## src/rtl/rv32_pkg.sv

```systemverilog
// rtl/rv32_pkg.sv - shared RV32 opcodes, funct3 codes, exception causes and memory-stage states
package rv32_pkg;

    localparam logic [6:0] OPC_LOAD   = 7'b0000011;
    localparam logic [6:0] OPC_STORE  = 7'b0100011;
    localparam logic [6:0] OPC_LUI    = 7'b0110111;
    localparam logic [6:0] OPC_AUIPC  = 7'b0010111;
    localparam logic [6:0] OPC_JAL    = 7'b1101111;
    localparam logic [6:0] OPC_JALR   = 7'b1100111;
    localparam logic [6:0] OPC_OP     = 7'b0110011;
    localparam logic [6:0] OPC_OP_IMM = 7'b0010011;

    localparam logic [2:0] F3_B  = 3'b000;
    localparam logic [2:0] F3_H  = 3'b001;
    localparam logic [2:0] F3_W  = 3'b010;
    localparam logic [2:0] F3_BU = 3'b100;
    localparam logic [2:0] F3_HU = 3'b101;

    localparam logic [1:0] EXC_NONE     = 2'b00;
    localparam logic [1:0] EXC_MISALIGN = 2'b01;
    localparam logic [1:0] EXC_TIMEOUT  = 2'b10;
    localparam logic [1:0] EXC_ILLEGAL  = 2'b11;

    typedef enum logic {
        ST_IDLE = 1'b0,
        ST_REQ  = 1'b1
    } state_t;

    // Opcodes whose result goes to rd (when rd is not x0).
    function automatic logic writes_rd(input logic [6:0] opc);
        return (opc == OPC_LUI) || (opc == OPC_AUIPC) || (opc == OPC_JAL) ||
               (opc == OPC_JALR) || (opc == OPC_OP) || (opc == OPC_OP_IMM);
    endfunction

endpackage

```

## src/rtl/mem_align.sv

```systemverilog
// rtl/mem_align.sv - byte-lane steering, load extension and access legality checks
// Ports:
//   is_store   in  1 : 1 = evaluate as store, 0 = evaluate as load
//   funct3     in  3 : access size/sign code
//   addr_lo    in  2 : low address bits selecting the byte lane
//   store_data in 32 : rs2 value to be steered onto the bus
//   rdata      in 32 : raw word returned by memory
//   be         out 4 : store byte enables (0 for loads)
//   wdata      out 32: lane-replicated store data
//   load_data  out 32: selected and extended load value
//   misaligned out 1 : halfword/word address not naturally aligned
//   illegal    out 1 : funct3 not a valid code for this access direction
module mem_align
    import rv32_pkg::*;
(
    input  logic        is_store,
    input  logic [2:0]  funct3,
    input  logic [1:0]  addr_lo,
    input  logic [31:0] store_data,
    input  logic [31:0] rdata,
    output logic [3:0]  be,
    output logic [31:0] wdata,
    output logic [31:0] load_data,
    output logic        misaligned,
    output logic        illegal
);

    logic [31:0] shifted;

    // Bring the addressed byte/halfword down to bit 0.
    assign shifted = rdata >> {addr_lo, 3'b000};

    always_comb begin
        be         = 4'b0000;
        wdata      = 32'h0;
        load_data  = 32'h0;
        misaligned = 1'b0;
        illegal    = 1'b0;
        if (is_store) begin
            unique case (funct3)
                F3_B: begin
                    be    = 4'b0001 << addr_lo;
                    wdata = {4{store_data[7:0]}};
                end
                F3_H: begin
                    be         = 4'b0011 << {addr_lo[1], 1'b0};
                    wdata      = {2{store_data[15:0]}};
                    misaligned = addr_lo[0];
                end
                F3_W: begin
                    be         = 4'b1111;
                    wdata      = store_data;
                    misaligned = |addr_lo;
                end
                default: illegal = 1'b1;
            endcase
        end else begin
            unique case (funct3)
                F3_B:  load_data = {{24{shifted[7]}}, shifted[7:0]};
                F3_BU: load_data = {24'h0, shifted[7:0]};
                F3_H: begin
                    load_data  = {{16{shifted[15]}}, shifted[15:0]};
                    misaligned = addr_lo[0];
                end
                F3_HU: begin
                    load_data  = {16'h0, shifted[15:0]};
                    misaligned = addr_lo[0];
                end
                F3_W: begin
                    load_data  = rdata;
                    misaligned = |addr_lo;
                end
                default: illegal = 1'b1;
            endcase
        end
    end

endmodule

```

## src/rtl/memory_ctl.sv

```systemverilog
// rtl/memory_ctl.sv - memory-access stage: dmem req/ack port, stall, writeback registers
// Ports:
//   clk, rst (async, active-low)
//   valid_exe, alu_result, data_b_exe, pc_exe, instr_exe : instruction from execute
//   stall                                                : hold execute and upstream
//   dmem_req/we/addr/be/wdata, dmem_ack/rdata            : data-memory port
//   wb_valid/we/rd/data, pc_mem, instr_mem, exc          : writeback stage outputs
module memory_ctl
    import rv32_pkg::*;
#(
    parameter int unsigned TIMEOUT_CYCLES = 255
) (
    input  logic        clk,
    input  logic        rst,
    input  logic        valid_exe,
    input  logic [31:0] alu_result,
    input  logic [31:0] data_b_exe,
    input  logic [31:0] pc_exe,
    input  logic [31:0] instr_exe,
    output logic        stall,
    output logic        dmem_req,
    output logic        dmem_we,
    output logic [31:0] dmem_addr,
    output logic [3:0]  dmem_be,
    output logic [31:0] dmem_wdata,
    input  logic        dmem_ack,
    input  logic [31:0] dmem_rdata,
    output logic        wb_valid,
    output logic        wb_we,
    output logic [4:0]  wb_rd,
    output logic [31:0] wb_data,
    output logic [31:0] pc_mem,
    output logic [31:0] instr_mem,
    output logic [1:0]  exc
);

    localparam logic [7:0] CNT_LAST = 8'(TIMEOUT_CYCLES - 1);

    logic [6:0]  opcode;
    logic        exe_load, exe_store, in_idle;
    logic [3:0]  al_be;
    logic [31:0] al_wdata, al_load_data;
    logic        al_misaligned, al_illegal;

    state_t      state_q, state_d;
    logic [7:0]  cnt_q, cnt_d;
    logic        dmem_req_q, dmem_req_d, dmem_we_q, dmem_we_d;
    logic [31:0] dmem_addr_q, dmem_addr_d, dmem_wdata_q, dmem_wdata_d;
    logic [3:0]  dmem_be_q, dmem_be_d;
    // Context of the outstanding access, so retirement does not depend on execute holding still.
    logic [1:0]  alo_q, alo_d;
    logic [31:0] pc_q, pc_d, instr_q, instr_d;
    logic        wb_valid_q, wb_valid_d, wb_we_q, wb_we_d;
    logic [4:0]  wb_rd_q, wb_rd_d;
    logic [31:0] wb_data_q, wb_data_d, pc_mem_q, pc_mem_d, instr_mem_q, instr_mem_d;
    logic [1:0]  exc_q, exc_d;

    assign opcode    = instr_exe[6:0];
    assign exe_load  = (opcode == OPC_LOAD);
    assign exe_store = (opcode == OPC_STORE);
    assign in_idle   = (state_q == ST_IDLE);

    // In IDLE the aligner checks/steers the incoming access; in REQ it extracts the load result.
    mem_align u_align (
        .is_store   (in_idle & exe_store),
        .funct3     (in_idle ? instr_exe[14:12] : instr_q[14:12]),
        .addr_lo    (in_idle ? alu_result[1:0] : alo_q),
        .store_data (data_b_exe),
        .rdata      (dmem_rdata),
        .be         (al_be),
        .wdata      (al_wdata),
        .load_data  (al_load_data),
        .misaligned (al_misaligned),
        .illegal    (al_illegal)
    );

    always_comb begin
        state_d      = state_q;
        cnt_d        = cnt_q;
        dmem_req_d   = dmem_req_q;
        dmem_we_d    = dmem_we_q;
        dmem_addr_d  = dmem_addr_q;
        dmem_be_d    = dmem_be_q;
        dmem_wdata_d = dmem_wdata_q;
        alo_d        = alo_q;
        pc_d         = pc_q;
        instr_d      = instr_q;
        wb_valid_d   = 1'b0;
        wb_we_d      = wb_we_q;
        wb_rd_d      = wb_rd_q;
        wb_data_d    = wb_data_q;
        pc_mem_d     = pc_mem_q;
        instr_mem_d  = instr_mem_q;
        exc_d        = exc_q;
        stall        = 1'b0;
        unique case (state_q)
            ST_IDLE: begin
                if (valid_exe) begin
                    if ((exe_load || exe_store) && !(al_illegal || al_misaligned)) begin
                        stall        = 1'b1;
                        dmem_req_d   = 1'b1;
                        dmem_we_d    = exe_store;
                        dmem_addr_d  = {alu_result[31:2], 2'b00};
                        dmem_be_d    = exe_store ? al_be : 4'b0000;
                        dmem_wdata_d = exe_store ? al_wdata : 32'h0;
                        cnt_d        = 8'd0;
                        alo_d        = alu_result[1:0];
                        pc_d         = pc_exe;
                        instr_d      = instr_exe;
                        state_d      = ST_REQ;
                    end else begin
                        // ALU ops and faulted accesses retire on the next edge; a fault does not
                        // stall, so execute moves past the offending instruction.
                        wb_valid_d  = 1'b1;
                        wb_rd_d     = instr_exe[11:7];
                        pc_mem_d    = pc_exe;
                        instr_mem_d = instr_exe;
                        wb_data_d   = ((opcode == OPC_JAL) || (opcode == OPC_JALR)) ?
                                      pc_exe + 32'd4 : alu_result;
                        if (exe_load || exe_store) begin
                            wb_we_d = 1'b0;
                            exc_d   = al_illegal ? EXC_ILLEGAL : EXC_MISALIGN;
                        end else begin
                            wb_we_d = writes_rd(opcode) && (instr_exe[11:7] != 5'd0);
                            exc_d   = EXC_NONE;
                        end
                    end
                end
            end
            ST_REQ: begin
                wb_rd_d     = instr_q[11:7];
                pc_mem_d    = pc_q;
                instr_mem_d = instr_q;
                if (dmem_ack) begin
                    dmem_req_d = 1'b0;
                    wb_valid_d = 1'b1;
                    wb_we_d    = !dmem_we_q && (instr_q[11:7] != 5'd0);
                    wb_data_d  = dmem_we_q ? 32'h0 : al_load_data;
                    exc_d      = EXC_NONE;
                    state_d    = ST_IDLE;
                end else if (cnt_q == CNT_LAST) begin
                    dmem_req_d = 1'b0;
                    wb_valid_d = 1'b1;
                    wb_we_d    = 1'b0;
                    wb_data_d  = 32'h0;
                    exc_d      = EXC_TIMEOUT;
                    state_d    = ST_IDLE;
                end else begin
                    stall = 1'b1;
                    cnt_d = cnt_q + 8'd1;
                end
            end
            default: state_d = ST_IDLE;
        endcase
    end

    always_ff @(posedge clk or negedge rst) begin
        if (!rst) begin
            state_q      <= ST_IDLE;
            cnt_q        <= 8'd0;
            dmem_req_q   <= 1'b0;
            dmem_we_q    <= 1'b0;
            dmem_addr_q  <= 32'h0;
            dmem_be_q    <= 4'b0000;
            dmem_wdata_q <= 32'h0;
            alo_q        <= 2'b00;
            pc_q         <= 32'h0;
            instr_q      <= 32'h0;
            wb_valid_q   <= 1'b0;
            wb_we_q      <= 1'b0;
            wb_rd_q      <= 5'd0;
            wb_data_q    <= 32'h0;
            pc_mem_q     <= 32'h0;
            instr_mem_q  <= 32'h0;
            exc_q        <= 2'b00;
        end else begin
            state_q      <= state_d;
            cnt_q        <= cnt_d;
            dmem_req_q   <= dmem_req_d;
            dmem_we_q    <= dmem_we_d;
            dmem_addr_q  <= dmem_addr_d;
            dmem_be_q    <= dmem_be_d;
            dmem_wdata_q <= dmem_wdata_d;
            alo_q        <= alo_d;
            pc_q         <= pc_d;
            instr_q      <= instr_d;
            wb_valid_q   <= wb_valid_d;
            wb_we_q      <= wb_we_d;
            wb_rd_q      <= wb_rd_d;
            wb_data_q    <= wb_data_d;
            pc_mem_q     <= pc_mem_d;
            instr_mem_q  <= instr_mem_d;
            exc_q        <= exc_d;
        end
    end

    assign dmem_req   = dmem_req_q;
    assign dmem_we    = dmem_we_q;
    assign dmem_addr  = dmem_addr_q;
    assign dmem_be    = dmem_be_q;
    assign dmem_wdata = dmem_wdata_q;
    assign wb_valid   = wb_valid_q;
    assign wb_we      = wb_we_q;
    assign wb_rd      = wb_rd_q;
    assign wb_data    = wb_data_q;
    assign pc_mem     = pc_mem_q;
    assign instr_mem  = instr_mem_q;
    assign exc        = exc_q;

endmodule

```

## config.mk

```make
export PLATFORM = sky130hd
export DESIGN_NAME = memory_ctl
export DESIGN_NICKNAME = d
export VERILOG_FILES = /design/src/rtl/rv32_pkg.sv /design/src/rtl/mem_align.sv /design/src/rtl/memory_ctl.sv
export SDC_FILE = /design/constraint.sdc
export NUM_CORES = 1
export LEC_CHECK = 0
export CAP_MARGIN = 20
export CORE_MARGIN = 3
export CORE_UTILIZATION = 46
export DETAILED_ROUTE_END_ITERATION = 10
export PLACE_DENSITY_LB_ADDON = 0.12
export SETUP_SLACK_MARGIN = 0.2
export SLEW_MARGIN = 25
export SYNTH_ARGS = -nofsm -noshare
export SYNTH_HDL_FRONTEND = slang
export SYNTH_SLANG_ARGS = --single-unit
```

## constraint.sdc

```tcl
create_clock -name clk -period 3.78 [get_ports clk]
set_input_delay 0.756 -clock clk [delete_from_list [all_inputs] [get_ports clk]]
set_output_delay 0.756 -clock clk [all_outputs]
set_load 0.1 [all_outputs]
```

==> results_dict.tcl <==
set metrics [dict create \
    final-seq-area_um2 6080 \
    synth_cell_types 69 \
    final_cells 1948 \
    start_kind "primary input" \
    wire_per_inst_um 20.4 \
    yosys.area.top_type "dfrtp_1" \
    fill_cells 2146 \
    arrival_ns 2.73 \
    path_buf_inv 2 \
    io_pins 340 \
    hold_path.class "primary input to asynchronous set/reset pin" \
    seqPwrFrac_pct 36.6 \
    critical-path-slowest-cell "clkdlybuf4s50_1" \
    dr_total_vias 10894 \
    setup_ws_ns 0.291 \
    finalMaxSlewViolations 0 \
    ir_drop_mv 0.368 \
    crit_chain "clkdlybuf4s50_1 -> or3_1 -> nor3_2 -> o311a_2 -> nand3_4 -> nand2_1 -> buf_12" \
    grt_usage_pct 26.3 \
    cts-htree-levels 1 \
    grt_setup_unrepaired "false" \
    topRoutingLayerUsed "met4" \
    yosysSeqAreaShare_pct 49.0 \
    die_w_um 170 \
    cts_tree "yes" \
    synthSimpleGateAreaFrac_pct 18.2 \
    ys_async_sr_fraction_pct 100 \
    insertion_delay_ns 0.55 \
    switching_share_pct 35.7 \
    ys_top_cells_by_area "dfrtp_1 49%, mux2_2 12%, nand2_1 11%, o21ai_0 2.2%, a21oi_1 2.0%" \
    wl_met3_mm 3.15 \
    wl_met1_mm 17.2 \
    clockPowerShare_pct 34.6 \
    slowest_delay_ns 0.44 \
    grt_max_degree 164 \
    final.period_utilization_pct 92.3 \
    path_delay_family "simple AND/OR/NAND/NOR gates" \
    synthAdderAreaFrac_pct 0.302 \
    slew_headroom_pct 26.2 \
    grt_pass1_vias 10698 \
    drc 0 \
    pre_cts_slack_ns 0.312 \
    hpwl_mm 28.2 \
    avgSynthCellArea_um2 9.61 \
    grt_pass1_wl_mm 60.4 \
    clkTransAtPathRegs_ns 0.05 \
    endpoint_kind "output pin" \
    finalSetupViolations 0 \
    max_clock_freq_mhz 287 \
    ys_seq_elements 243 \
    post_cts_buffers 0 \
    hold_violations 0 \
    synth_common_cells "362 x nand2_1, 243 x dfrtp_1, 128 x mux2_2" \
    dp_cells 1897 \
    status "finished clean" \
    postRouteAntennaNets 0 \
    switchingPower_uw 2870 \
    hold_buffers 0 \
    yosys.area_share.xor_xnor_pct 2.33 \
    grt_overflow 0 \
    fin_util_pct 64.6 \
    synthCells 1291 \
    cts_num_sinks 243 \
    path_class "primary input to output pin" \
    root_buffer "clkbuf_16" \
    path_max_fanout 4 \
    worst_ep_required_time_ns 3.02 \
    p_comb_share_pct 28.8 \
    drive_above_1_share_pct 13.8 \
    postCtsResizedCells 0 \
    power.internal_uw 5160 \
    nets 1759 \
    dieArea_um2 29000 \
    ys.flop_type "dfrtp_1" \
    die_h_um 170 \
    skew_ns 0.0145 \
    synth_top_family_by_area "simple AND/OR/NAND/NOR gates" \
    netlist.area_leader.share_pct 49.0 \
    powerDensity_nw_per_um2 473 \
    port-buffer-count 337 \
    setup-tns-final_ns 0 \
    first_pass_iters 5 \
    avgViaCountPerCell 5.59 \
    period_minus_slack_ns 3.49 \
    synth.cell_area_um2 12400 \
    synth_edf_count 0 \
    wl_met2_mm 17.9 \
    cts_buffers 28 \
    gp_congestion 0.873 \
    area_growth_pct 36.8 \
    synth_compound_area_share_pct 12.8 \
    rows 59 \
    worstMarginPinSlew_ns 1.10 \
    yosys_warnings 0 \
    max-clock-path-buffers 3 \
    initial_core_util_pct 47.2 \
    drtIter0Drc 911 \
    p_leak_uw 0.00726 \
    synthMuxAreaShare_pct 13.0 \
    antenna_found_initial 2 \
    yosysMostFrequentCell "nand2_1" \
    drt-total-wl_mm 39.7 \
    core_um2 26300 \
    drv_cap 0 \
    multi_input_area_um2 5830 \
    reg2reg_slack_ns 0.86 \
]
worst register-to-register path, cell delays in order (launching register included):
cell     delay (ns)
dfrtp_1        0.42
and4_1         0.28
a41oi_1        0.24
nor2_1         0.86
nor2_4         0.25
inv_2          0.37
mux2_2         0.38
cell usage in the layout, fill, tap and decap left out, types with 9 or more instances in the layout:
master	Yosys	final
a221o_1	9	9
o21ai_0	55	55
dfrtp_1	243	242
nand4_1	10	10
nand3_1	31	30
inv_1	14	14
xnor2_1	17	17
o31ai_1	19	19
mux2_2	128	128
a31oi_1	11	11
a21oi_1	50	50
mux2i_1	13	13
clkdlybuf4s50_1	0	334
clkbuf_8	0	12
nor2_1	62	61
or3_1	11	11
xor2_1	16	16
nor3_1	11	11
nand2_1	362	362
o221ai_1	9	9
a22oi_1	9	9
clkbuf_16	0	29
buf_4	11	20
layout make-up:
cell class                 count  share of cell area (%)
clock buffer                  45                    5.34
timing repair buffer         361                    21.4
clock inverter                 4                   0.287
tap                          335                    2.47
inverter                      15                   0.332
antenna                        2                  0.0295
sequential                   243                    35.8
multi-input combinational    943                    34.3
power by group through the flow:
stage	combinational [µW]	clock [µW]	sequential (µW)
after floorplan	479	0	4060
after global placement	2300	0	2970
after detailed placement	2310	0	2980
after CTS	2320	2840	2940
after global routing	2400	2940	2970
final	2310	2770	2940
routing by layer:
metal,up-vias,GRT usage [%]
met4,0,9.14
met1,5290,37.6
met5,-,0
li1,5073,-
met3,85,5.62
met2,446,39.9
cells by family (layout without fill, tap and decap cells):
family                     Yosys count  count (layout)
buffers and inverters              106             425
and+or+nand+nor                    532             532
AOI/OAI and AO/OA                  229             229
other                                1               4
xor gates and xnor gates            33              33
adders and majority gates            3               3
DFF                                243             243
muxes                              144             144
state kept, by name, summed over array words and instances, names as in the netlist, 8 cells and up:
signal / count
dmem_addr: 30
dmem_wdata: 32
pc_q: 32
instr_mem: 28
wb_data: 32
pc_mem: 32
cnt_q: 8
instr_q: 32
stage by stage:
stage / total power, µW / hold slack, ns / instance area (µm²)
2_1_floorplan: 4540 / 0.428 / 12400
3_3_place_gp: 5270 / 0.447 / 16000
3_5_place_dp: 5290 / 0.454 / 16000
4_1_cts: 8090 / 0.200 / 17000
5_1_grt: 8310 / 0.220 / 17000
6_report: 8030 / 0.164 / 17000
worst paths after layout:
path | start | endpoint | cells after the start
min in group clk | instr_q[1] | instr_q[1] | 1
min reg2reg | instr_q[1] | instr_q[1] | 1
max reg2reg | cnt_q[2] | wb_data[1] | 6
min | rst | dmem_wdata[0] | 1
max in group asynchronous | rst | instr_mem[1] | 2
max | instr_exe[2] | stall | 7
Power figures use the tool's default switching activity.
